[src/rtl/bus_mem_ctrl_if.sv]
// Master-side data bus between the CPU core and bus_mem_ctrl.
// read/write are level-held by the master until the one-cycle ready pulse; the
// slave samples them only while idle, so the master may change them freely once ready is seen.
interface bus_mem_ctrl_if;
    logic        read;
    logic        write;
    logic [31:0] addr;
    logic [1:0]  memType;
    logic [31:0] dataOut;
    logic [31:0] dataIn;
    logic        ready;
    logic        bus_err;

    modport master (output read, write, addr, memType, dataOut,
                    input  dataIn, ready, bus_err);
    modport slave  (input  read, write, addr, memType, dataOut,
                    output dataIn, ready, bus_err);
endinterface

[src/rtl/bus_mem_ctrl.sv]
// Data-bus slave that turns byte/half/word requests into lane-enabled SRAM accesses.
// Optional misalignment rejection with bus_err: define BUSCTRL_ALIGN_CHECK_EN.
module bus_mem_ctrl #(
    parameter int MEM_LATENCY = 1,
    parameter int ADDR_W      = 30
) (
    input  logic              clk,
    input  logic              res,
    bus_mem_ctrl_if.slave     bus,
    output logic [ADDR_W-1:0] mem_addr,
    output logic              mem_re,
    output logic              mem_we,
    output logic [3:0]        mem_be,
    output logic [31:0]       mem_wdata,
    input  logic [31:0]       mem_rdata,
    output logic [2:0]        dbg_state_o
);
    localparam logic [1:0] MT_BYTE = 2'd0;
    localparam logic [1:0] MT_HALF = 2'd1;
    localparam logic [1:0] MT_WORD = 2'd2;
    localparam logic [1:0] MT_RSVD = 2'd3;
    localparam logic [3:0] LAT     = 4'(MEM_LATENCY);

    typedef enum logic [2:0] {
        S_IDLE  = 3'd0,
        S_READ  = 3'd1,
        S_WRITE = 3'd2,
        S_WAIT  = 3'd3,
        S_RESP  = 3'd4
    } state_t;

    state_t              state_q, state_d;
    logic [3:0]          cnt_q, cnt_d;
    logic [1:0]          lane_q, lane_d;
    logic [1:0]          size_q, size_d;
    logic                err_q, err_d;
    logic [ADDR_W-1:0]   mem_addr_q, mem_addr_d;
    logic [3:0]          mem_be_q, mem_be_d;
    logic [31:0]         mem_wdata_q, mem_wdata_d;
    logic                mem_re_q, mem_we_q, ready_q, bus_err_q;
    logic [31:0]         data_in_q, data_in_d;

    logic [1:0]          req_size, req_lane;
    logic                req_misaligned;
    logic [3:0]          req_be;
    logic [31:0]         req_wdata, rd_shift;

    // Decode the live request; only consumed while idle.
    always_comb begin
        req_size       = (bus.memType == MT_RSVD) ? MT_WORD : bus.memType;
        req_lane       = bus.addr[1:0];
        req_misaligned = 1'b0;
`ifdef BUSCTRL_ALIGN_CHECK_EN
        req_misaligned = ((req_size == MT_HALF) && bus.addr[0]) ||
                         ((req_size == MT_WORD) && (bus.addr[1:0] != 2'b00));
`else
        if (req_size == MT_HALF)      req_lane = {bus.addr[1], 1'b0};
        else if (req_size == MT_WORD) req_lane = 2'b00;
`endif
        case (req_size)
            MT_BYTE: begin
                req_be    = 4'b0001 << req_lane;
                req_wdata = {4{bus.dataOut[7:0]}};
            end
            MT_HALF: begin
                req_be    = 4'b0011 << req_lane;
                req_wdata = {2{bus.dataOut[15:0]}};
            end
            default: begin
                req_be    = 4'b1111;
                req_wdata = bus.dataOut;
            end
        endcase
    end

    assign rd_shift = mem_rdata >> {lane_q, 3'b000};

    always_comb begin
        state_d     = state_q;
        cnt_d       = cnt_q;
        lane_d      = lane_q;
        size_d      = size_q;
        err_d       = err_q;
        mem_addr_d  = mem_addr_q;
        mem_be_d    = mem_be_q;
        mem_wdata_d = mem_wdata_q;
        data_in_d   = data_in_q;
        case (state_q)
            S_IDLE: begin
                if (bus.write || bus.read) begin
                    lane_d      = req_lane;
                    size_d      = req_size;
                    err_d       = req_misaligned;
                    mem_addr_d  = bus.addr[ADDR_W+1:2];
                    mem_be_d    = req_misaligned ? 4'b0000 : req_be;
                    mem_wdata_d = req_wdata;
                    if (req_misaligned) state_d = S_RESP;
                    else if (bus.write) state_d = S_WRITE;
                    else                state_d = S_READ;
                end
            end
            S_READ: begin
                state_d = S_WAIT;
                cnt_d   = LAT;
            end
            S_WRITE: state_d = S_RESP;
            S_WAIT: begin
                cnt_d = cnt_q - 4'd1;
                if (cnt_q == 4'd1) begin
                    state_d = S_RESP;
                    case (size_q)
                        MT_BYTE: data_in_d = {24'h0, rd_shift[7:0]};
                        MT_HALF: data_in_d = {16'h0, rd_shift[15:0]};
                        default: data_in_d = mem_rdata;
                    endcase
                end
            end
            S_RESP:  state_d = S_IDLE;
            default: state_d = S_IDLE;
        endcase
    end

    // Strobes and ready are registered copies of the next-state decode.
    always_ff @(posedge clk or negedge res) begin
        if (!res) begin
            state_q     <= S_IDLE;
            cnt_q       <= 4'd0;
            lane_q      <= 2'd0;
            size_q      <= 2'd0;
            err_q       <= 1'b0;
            mem_addr_q  <= '0;
            mem_be_q    <= 4'd0;
            mem_wdata_q <= 32'd0;
            mem_re_q    <= 1'b0;
            mem_we_q    <= 1'b0;
            ready_q     <= 1'b0;
            bus_err_q   <= 1'b0;
            data_in_q   <= 32'd0;
        end else begin
            state_q     <= state_d;
            cnt_q       <= cnt_d;
            lane_q      <= lane_d;
            size_q      <= size_d;
            err_q       <= err_d;
            mem_addr_q  <= mem_addr_d;
            mem_be_q    <= mem_be_d;
            mem_wdata_q <= mem_wdata_d;
            mem_re_q    <= (state_d == S_READ);
            mem_we_q    <= (state_d == S_WRITE);
            ready_q     <= (state_d == S_RESP);
            bus_err_q   <= (state_d == S_RESP) && err_d;
            data_in_q   <= data_in_d;
        end
    end

    assign mem_addr    = mem_addr_q;
    assign mem_re      = mem_re_q;
    assign mem_we      = mem_we_q;
    assign mem_be      = mem_be_q;
    assign mem_wdata   = mem_wdata_q;
    assign bus.dataIn  = data_in_q;
    assign bus.ready   = ready_q;
`ifdef BUSCTRL_ALIGN_CHECK_EN
    assign bus.bus_err = bus_err_q;
`else
    assign bus.bus_err = 1'b0;
`endif
    assign dbg_state_o = state_q;
endmodule

[src/flat_wrapper.sv]
// flat-port wrapper written by rule: the top's interface ports become plain ports
module bus_mem_ctrl_flat 
#(
    parameter int MEM_LATENCY = 1,
    parameter int ADDR_W      = 30
)
  (clk, res, mem_addr, mem_re, mem_we, mem_be, mem_wdata, mem_rdata, dbg_state_o, bus_read, bus_write, bus_addr, bus_memType, bus_dataOut, bus_dataIn, bus_ready, bus_bus_err);
  bus_mem_ctrl_if bus_i ();
  input  logic clk;
  input  logic res;
  output logic [ADDR_W-1:0] mem_addr;
  output logic mem_re;
  output logic mem_we;
  output logic [3:0] mem_be;
  output logic [31:0] mem_wdata;
  input  logic [31:0] mem_rdata;
  output logic [2:0] dbg_state_o;
  input wire logic [$bits(bus_i.read)-1:0] bus_read;
  input wire logic [$bits(bus_i.write)-1:0] bus_write;
  input wire logic [$bits(bus_i.addr)-1:0] bus_addr;
  input wire logic [$bits(bus_i.memType)-1:0] bus_memType;
  input wire logic [$bits(bus_i.dataOut)-1:0] bus_dataOut;
  output wire logic [$bits(bus_i.dataIn)-1:0] bus_dataIn;
  output wire logic [$bits(bus_i.ready)-1:0] bus_ready;
  output wire logic [$bits(bus_i.bus_err)-1:0] bus_bus_err;
  assign bus_i.read = bus_read;
  assign bus_i.write = bus_write;
  assign bus_i.addr = bus_addr;
  assign bus_i.memType = bus_memType;
  assign bus_i.dataOut = bus_dataOut;
  assign bus_dataIn = bus_i.dataIn;
  assign bus_ready = bus_i.ready;
  assign bus_bus_err = bus_i.bus_err;
  bus_mem_ctrl #(.MEM_LATENCY(MEM_LATENCY), .ADDR_W(ADDR_W)) u_core (.clk(clk), .res(res), .bus(bus_i), .mem_addr(mem_addr), .mem_re(mem_re), .mem_we(mem_we), .mem_be(mem_be), .mem_wdata(mem_wdata), .mem_rdata(mem_rdata), .dbg_state_o(dbg_state_o));
endmodule
[config.mk]
export PLATFORM = sky130hd
export DESIGN_NAME = bus_mem_ctrl_flat
export DESIGN_NICKNAME = d
export VERILOG_FILES = /design/src/rtl/bus_mem_ctrl_if.sv /design/src/rtl/bus_mem_ctrl.sv /design/src/flat_wrapper.sv
export SDC_FILE = /design/constraint.sdc
export NUM_CORES = 1
export LEC_CHECK = 0
export BUFFER_PORTS_ARGS = -buffer_cell sky130_fd_sc_hd__buf_2
export CAP_MARGIN = 20
export CORE_MARGIN = 5
export CORE_UTILIZATION = 41
export CTS_CLUSTER_DIAMETER = 60
export CTS_CLUSTER_SIZE = 24
export DETAILED_ROUTE_END_ITERATION = 6
export GPL_TIMING_DRIVEN = 0
export PLACE_DENSITY = 0.7
export SYNTH_ARGS = -nofsm -noshare
export SYNTH_HDL_FRONTEND = slang
export SYNTH_SLANG_ARGS = --single-unit
export TNS_END_PERCENT = 10
[constraint.sdc]
create_clock -name clk -period 2 [get_ports clk]
set_input_delay 0.6 -clock clk [delete_from_list [all_inputs] [get_ports clk]]
set_output_delay 0.6 -clock clk [all_outputs]
set_load 0.03 [all_outputs]
After elaboration in Yosys (flattened, before gate mapping)
Cells that the tools add are included. W data, S select, Z words.

Word-level logic and storage cells: 44. Latch bits: 0. Memories kept: 0. Bits in writable memories: 0. Output and inout bits: 105. Register bits after elaboration: 112. Bits in read-only memories: 0. Bits of input ports: 102.

Add/sub/neg operators: 1. Magnitude comparators: 0. Bitwise gates (word level): 0. Shifts and indexed selects: 3. Eq/ne operators: 11. Reductions and logical operators: 7. Multiply operators: 0. Mux-type cells: 11. Divide/modulo/power cells: 0.

Operators by type and width (number): $pmux W32 S2 (2); $shr A32 B5 Y16 (1); $pmux W4 S2 (2); $pmux W3 S4 (1); $eq A3 B2 Y1 const B (3); $mux W2 (4); $eq A3 B1 Y1 const B (2); $mux W3 (2); $eq A2 B1 Y1 const B (2); $eq A2 B2 Y1 const B (2); $eq A4 B1 Y1 const B (1); $logic_not A2 Y1 (2); $reduce_and A2 Y1 (2); $shl A1 B2 Y4 const A (1); $shl A2 B2 Y4 const A (1); $sub A4 B1 Y4 const B (1); $eq A3 B3 Y1 const B (1); $logic_not A3 Y1 (1); $reduce_bool A2 Y1 (1); $logic_or A1 B1 Y1 (1).

Logic depth before layout (Yosys ltp)
Depth after elaboration: 7. Depth in mapped cells: 7. Mapped depth without buffers: 5.

Least setup slack after synthesis
Ideal clock, no wire load.

Path type: register -> register. Start: register u_core.state_q[1] (netlist: u_core.dbg_state_o[1]). End: register u_core.mem_wdata_q[25] (netlist: u_core.mem_wdata[25]). Stages on the path, launching flop included: 7. Period minus slack after synthesis: 1.850 ns. Buffers on the path: 3. Data required time: 1.873 ns. Slack: 0.150 ns. Library setup time: 0.127 ns. Arrival: 1.722 ns. Cells stage by stage: dfrtp_1 > buf_2 > nor3_2 > o21a_1 > buf_2 > buf_6 > mux2_1.

Longest elaborated chain between the ends: 2.

Ends and longest elaborated chain: start, declared (RTL line bus_mem_ctrl.sv:32) `state_t state_q, state_d;`; start signal, assigned (RTL line bus_mem_ctrl.sv:140) `state_q <= state_d;`; $logic_not A3 Y1 (RTL line bus_mem_ctrl.sv:88) `case (state_q)`; $reduce_and A2 Y1 (no line); end signal, assigned (RTL line bus_mem_ctrl.sv:147) `mem_wdata_q <= mem_wdata_d;`; end, declared (RTL line bus_mem_ctrl.sv:39) `logic [31:0] mem_wdata_q, mem_wdata_d;`.

No other way between the ends. A chain may end at the register's enable or synchronous reset.

Worst setup path in the final report
Start: register u_core.cnt_q[1]. End: register u_core.data_in_q[1] (netlist: u_core.bus.dataIn[1]).

Longest elaborated chain between the ends: 2.

Ends and longest elaborated chain: start, declared (RTL line bus_mem_ctrl.sv:33) `logic [3:0] cnt_q, cnt_d;`; start signal, assigned (RTL line bus_mem_ctrl.sv:141) `cnt_q <= cnt_d;`; $eq A4 B1 Y1 (RTL line bus_mem_ctrl.sv:109) `if (cnt_q == 4'd1) begin`; $reduce_and A2 Y1 (no line); end signal, assigned (RTL line bus_mem_ctrl.sv:152) `data_in_q <= data_in_d;`; end, declared (RTL line bus_mem_ctrl.sv:41) `logic [31:0] data_in_q, data_in_d;`.

No other way between the ends.

==> impl_metrics.env <==
export IMPL_grt_pass1_vias=4582
export IMPL_clock_path_buffers=2
export IMPL_core_region_area_um2=12500
export IMPL_clk_insertion_delay_late_ns=0.35
export IMPL_filler_cell_count=1130
export IMPL_detail_route_antenna_nets=0
export IMPL_worst_pin_slew_ns=0.880
export IMPL_setup_slack_ns=0.109
export IMPL_grt_pass1_wl_um=23300
export IMPL_dp_hpwl_um=11500
export IMPL_synth_async_sr_flop_share=1.00
export IMPL_post_route_util=0.549
export IMPL_placed_cell_area_um2=6470
export IMPL_tritoncts="built"
export IMPL_power_density_nw_per_um2=1810
export IMPL_rr_endpoint="u_core.bus.dataIn[1]"
export IMPL_drive_gt1_frac=0.405
export IMPL_p_leak_nw=3.26
export IMPL_synthDistinctLibCells=39
export IMPL_fp_dieArea_um2=15000
export IMPL_clk_root_buffer_cell="clkbuf_16"
export IMPL_reg2reg_from="u_core.cnt_q[1]"
export IMPL_hold_class="in -> async"
export IMPL_dp_slack_ns=-0.204
export IMPL_setup_viol_count_final=0
export IMPL_rows=41
export IMPL_cp_cell_sequence="inv_1 -> ha_1 -> or3b_1 -> buf_4 -> buf_4 -> nor4_4 -> a211oi_1"
export IMPL_crit_path_frequent_cell="buf_4"
export IMPL_cp_max_fo=10
export IMPL_vias=4253
export IMPL_cp_slowest_stage_delay_ns=0.39
export IMPL_grtUsageTotal=0.201
export IMPL_start_util=0.416
export IMPL_final_nets=755
export IMPL_max_cap_violations=0
export IMPL_cts_buffers=9
export IMPL_wl_per_cell_um=18.1
export IMPL_finalClockSkew_ns=0.00625
export IMPL_final_area_um2=6880
export IMPL_synth_ff_type="dfrtp_1"
export IMPL_area_growth_pct=32.2
export IMPL_hold_viol_final=0
export IMPL_drt_vias_per_instance=5.14
export IMPL_die_w_um=123
export IMPL_clock_fmax_ghz=0.529
export IMPL_yosysSeqAreaShare=0.539
export IMPL_routed_wl_um=14900
export IMPL_cts_sinks=112
export IMPL_ioPinCount=207
export IMPL_fin_hold_ws_ns=0.364
export IMPL_ctsHoldBuffers=0
export IMPL_status="completed"
export IMPL_dp_cells=807
export IMPL_r2r_slack_ns=0.11
export IMPL_drv_slew=0
export IMPL_clk_transition_reported_paths_ns=0.07
export IMPL_diodes=0
export IMPL_startpoint_type="flop"
export IMPL_period_share=0.946
export IMPL_cts_max_level=3
export IMPL_synth_ff_latch_count=112
export IMPL_min_period_ns=1.89
export IMPL_ff2ff_path_depth=7
export IMPL_dr_first_iter_drc_count=345
export IMPL_ys_warnings_count=0
export IMPL_dieHeight_um=123
export IMPL_avgSynthCellArea_um2=12.1
export IMPL_synth_nets=533
export IMPL_rsz0062_at_grt="yes"
export IMPL_dr_pass1_iters=4
export IMPL_cp_required_ns=2.21
export IMPL_place_congestion=0.928
export IMPL_cpMaxStageDelayCell="dfrtp_1"
export IMPL_port_buffers=205
export IMPL_path_class="reg -> reg"
export IMPL_grt_start_max_net_pins=67
export IMPL_end_kind="flop"
export IMPL_gr_total_overflow=0
export IMPL_synthesis_area_um2=5200
export IMPL_synth_edf_count=0
export IMPL_antenna_found_initial=0
export IMPL_drc_errors=0
export IMPL_fin_cells=827
export IMPL_critPathArrivalTime_ns=2.10
export IMPL_vdd_ir_drop_worst_v=0.000920
export IMPL_slew_headroom=0.413
export IMPL_syn_instance_count=429
export IMPL_critPathLaunch="u_core.cnt_q[1]"
repair_timing:
action	in CTS	in global routing
buffers inserted	0	5
resized for setup	1	16
pin swaps	0	1
endpoints found under the setup margin	18	81
through the flow:
step                setup TNS (ns)  power, mW
finish                           0       12.4
global route               -0.0331       13.2
CTS                              0       12.4
detailed placement           -2.86       10.5
global placement           -110.19       10.3
floorplan                        0       8.43
worst max path at each step:
| stage | end | slack (ns) |
|---|---|---|
| final | u_core.bus.dataIn[1] | 0.11 |
| after global routing | u_core.bus.dataIn[6] | -0.02 |
| after CTS | u_core.bus.dataIn[1] | 0.01 |
| after detailed placement | u_core.mem_wdata[12] | -0.20 |
| after global placement | u_core.mem_addr[27] | -0.97 |
| after floorplan | u_core.mem_wdata[25] | 0.15 |
Yosys cell counts (all sizes together) (2+ instances only):
cell type,n,area [µm²]
a211oi,8,60.1
clkbuf,11,41.3
o2bb2ai,16,140
dfrtp,112,2800
nand2b,7,43.8
nor4,9,71.3
nand2,37,141
buf,21,146
nor2,4,15.0
mux2,83,935
nor2b,2,12.5
mux2i,20,200
a221o,8,80.1
a21oi,12,60.1
o21bai,2,15.0
o21ai,46,234
inv,7,26.3
nor3,11,65.1
ha,2,25.0
nor3b,2,20.0
flip-flops by register name, summed over array words and instances, names as in the netlist:
signal,count
u_core.mem_wdata,32
u_core.mem_we,1
u_core.lane_q,2
u_core.bus.ready,1
u_core.mem_be,4
u_core.mem_re,1
u_core.size_q,2
u_core.mem_addr,30
u_core.dbg_state_o,3
u_core.bus.dataIn,32
u_core.cnt_q,4
kinds of logic after synthesis:
| group | synth area share |
|---|---|
| muxes | 0.218 |
| buffers and inverters | 0.0411 |
| DFF | 0.539 |
| AOI/OAI and AO/OA | 0.120 |
| other | 0.000721 |
| adders and majority gates | 0.00481 |
| and+or+nand+nor | 0.0769 |
power breakdown:
| part | internal, mW | switching [mW] |
|---|---|---|
| sequential | 3.37 | 0.597 |
| clock | 1.00 | 0.815 |
| combinational | 2.26 | 4.38 |
layer usage:
metal | GRT usage | wire, µm | share of wire
met5 | 0 | 0 | 0
met4 | 0.0721 | 225 | 0.015
met3 | 0.0631 | 1420 | 0.095
met2 | 0.338 | 7380 | 0.49
met1 | 0.242 | 5910 | 0.40
critical path, delay by kind of cell (launching register included):
family / cells / cell delay, ns
adders and majority gates: 1 / 0.17
buffers and inverters: 3 / 0.47
DFF: 1 / 0.39
and+or+nand+nor: 2 / 0.65
AOI/OAI and AO/OA: 1 / 0.08
area by class of cell:
cell class                      count  area, µm²  share of cell area
Sequential cell                   112       2800               0.407
Clock buffer                       12        246              0.0358
Multi-Input combinational cell    278       2250               0.328
Timing Repair Buffer              211       1090               0.159
Inverter                            7       26.3             0.00382
Tap cell                          172        215              0.0313
Clock inverter                      3       42.5             0.00619
Buffer                             32        196              0.0286
cell usage in the layout (no fill, tap or decap), drive strengths merged:
cell and n:
a21o 1, nor3 11, nand2 37, mux2i 20
nor2b 2, or3b 1, o2bb2ai 16, nand2b 7
bufinv 1, o21ai 46, buf 231, dfrtp 112
conb 1, clkbuf 24, a22o 1, o21ba 1
nor3b 2, a211oi 8, ha 2, nor2 4
nand3b 1, inv 7, a221o 8, mux2 83
clkinvlp 1, and3b 1, a21oi 12, o21a 1
o21bai 2, clkinv 1, nor4 9, and2 1
No activity file was read; power rests on OpenSTA's default activity.
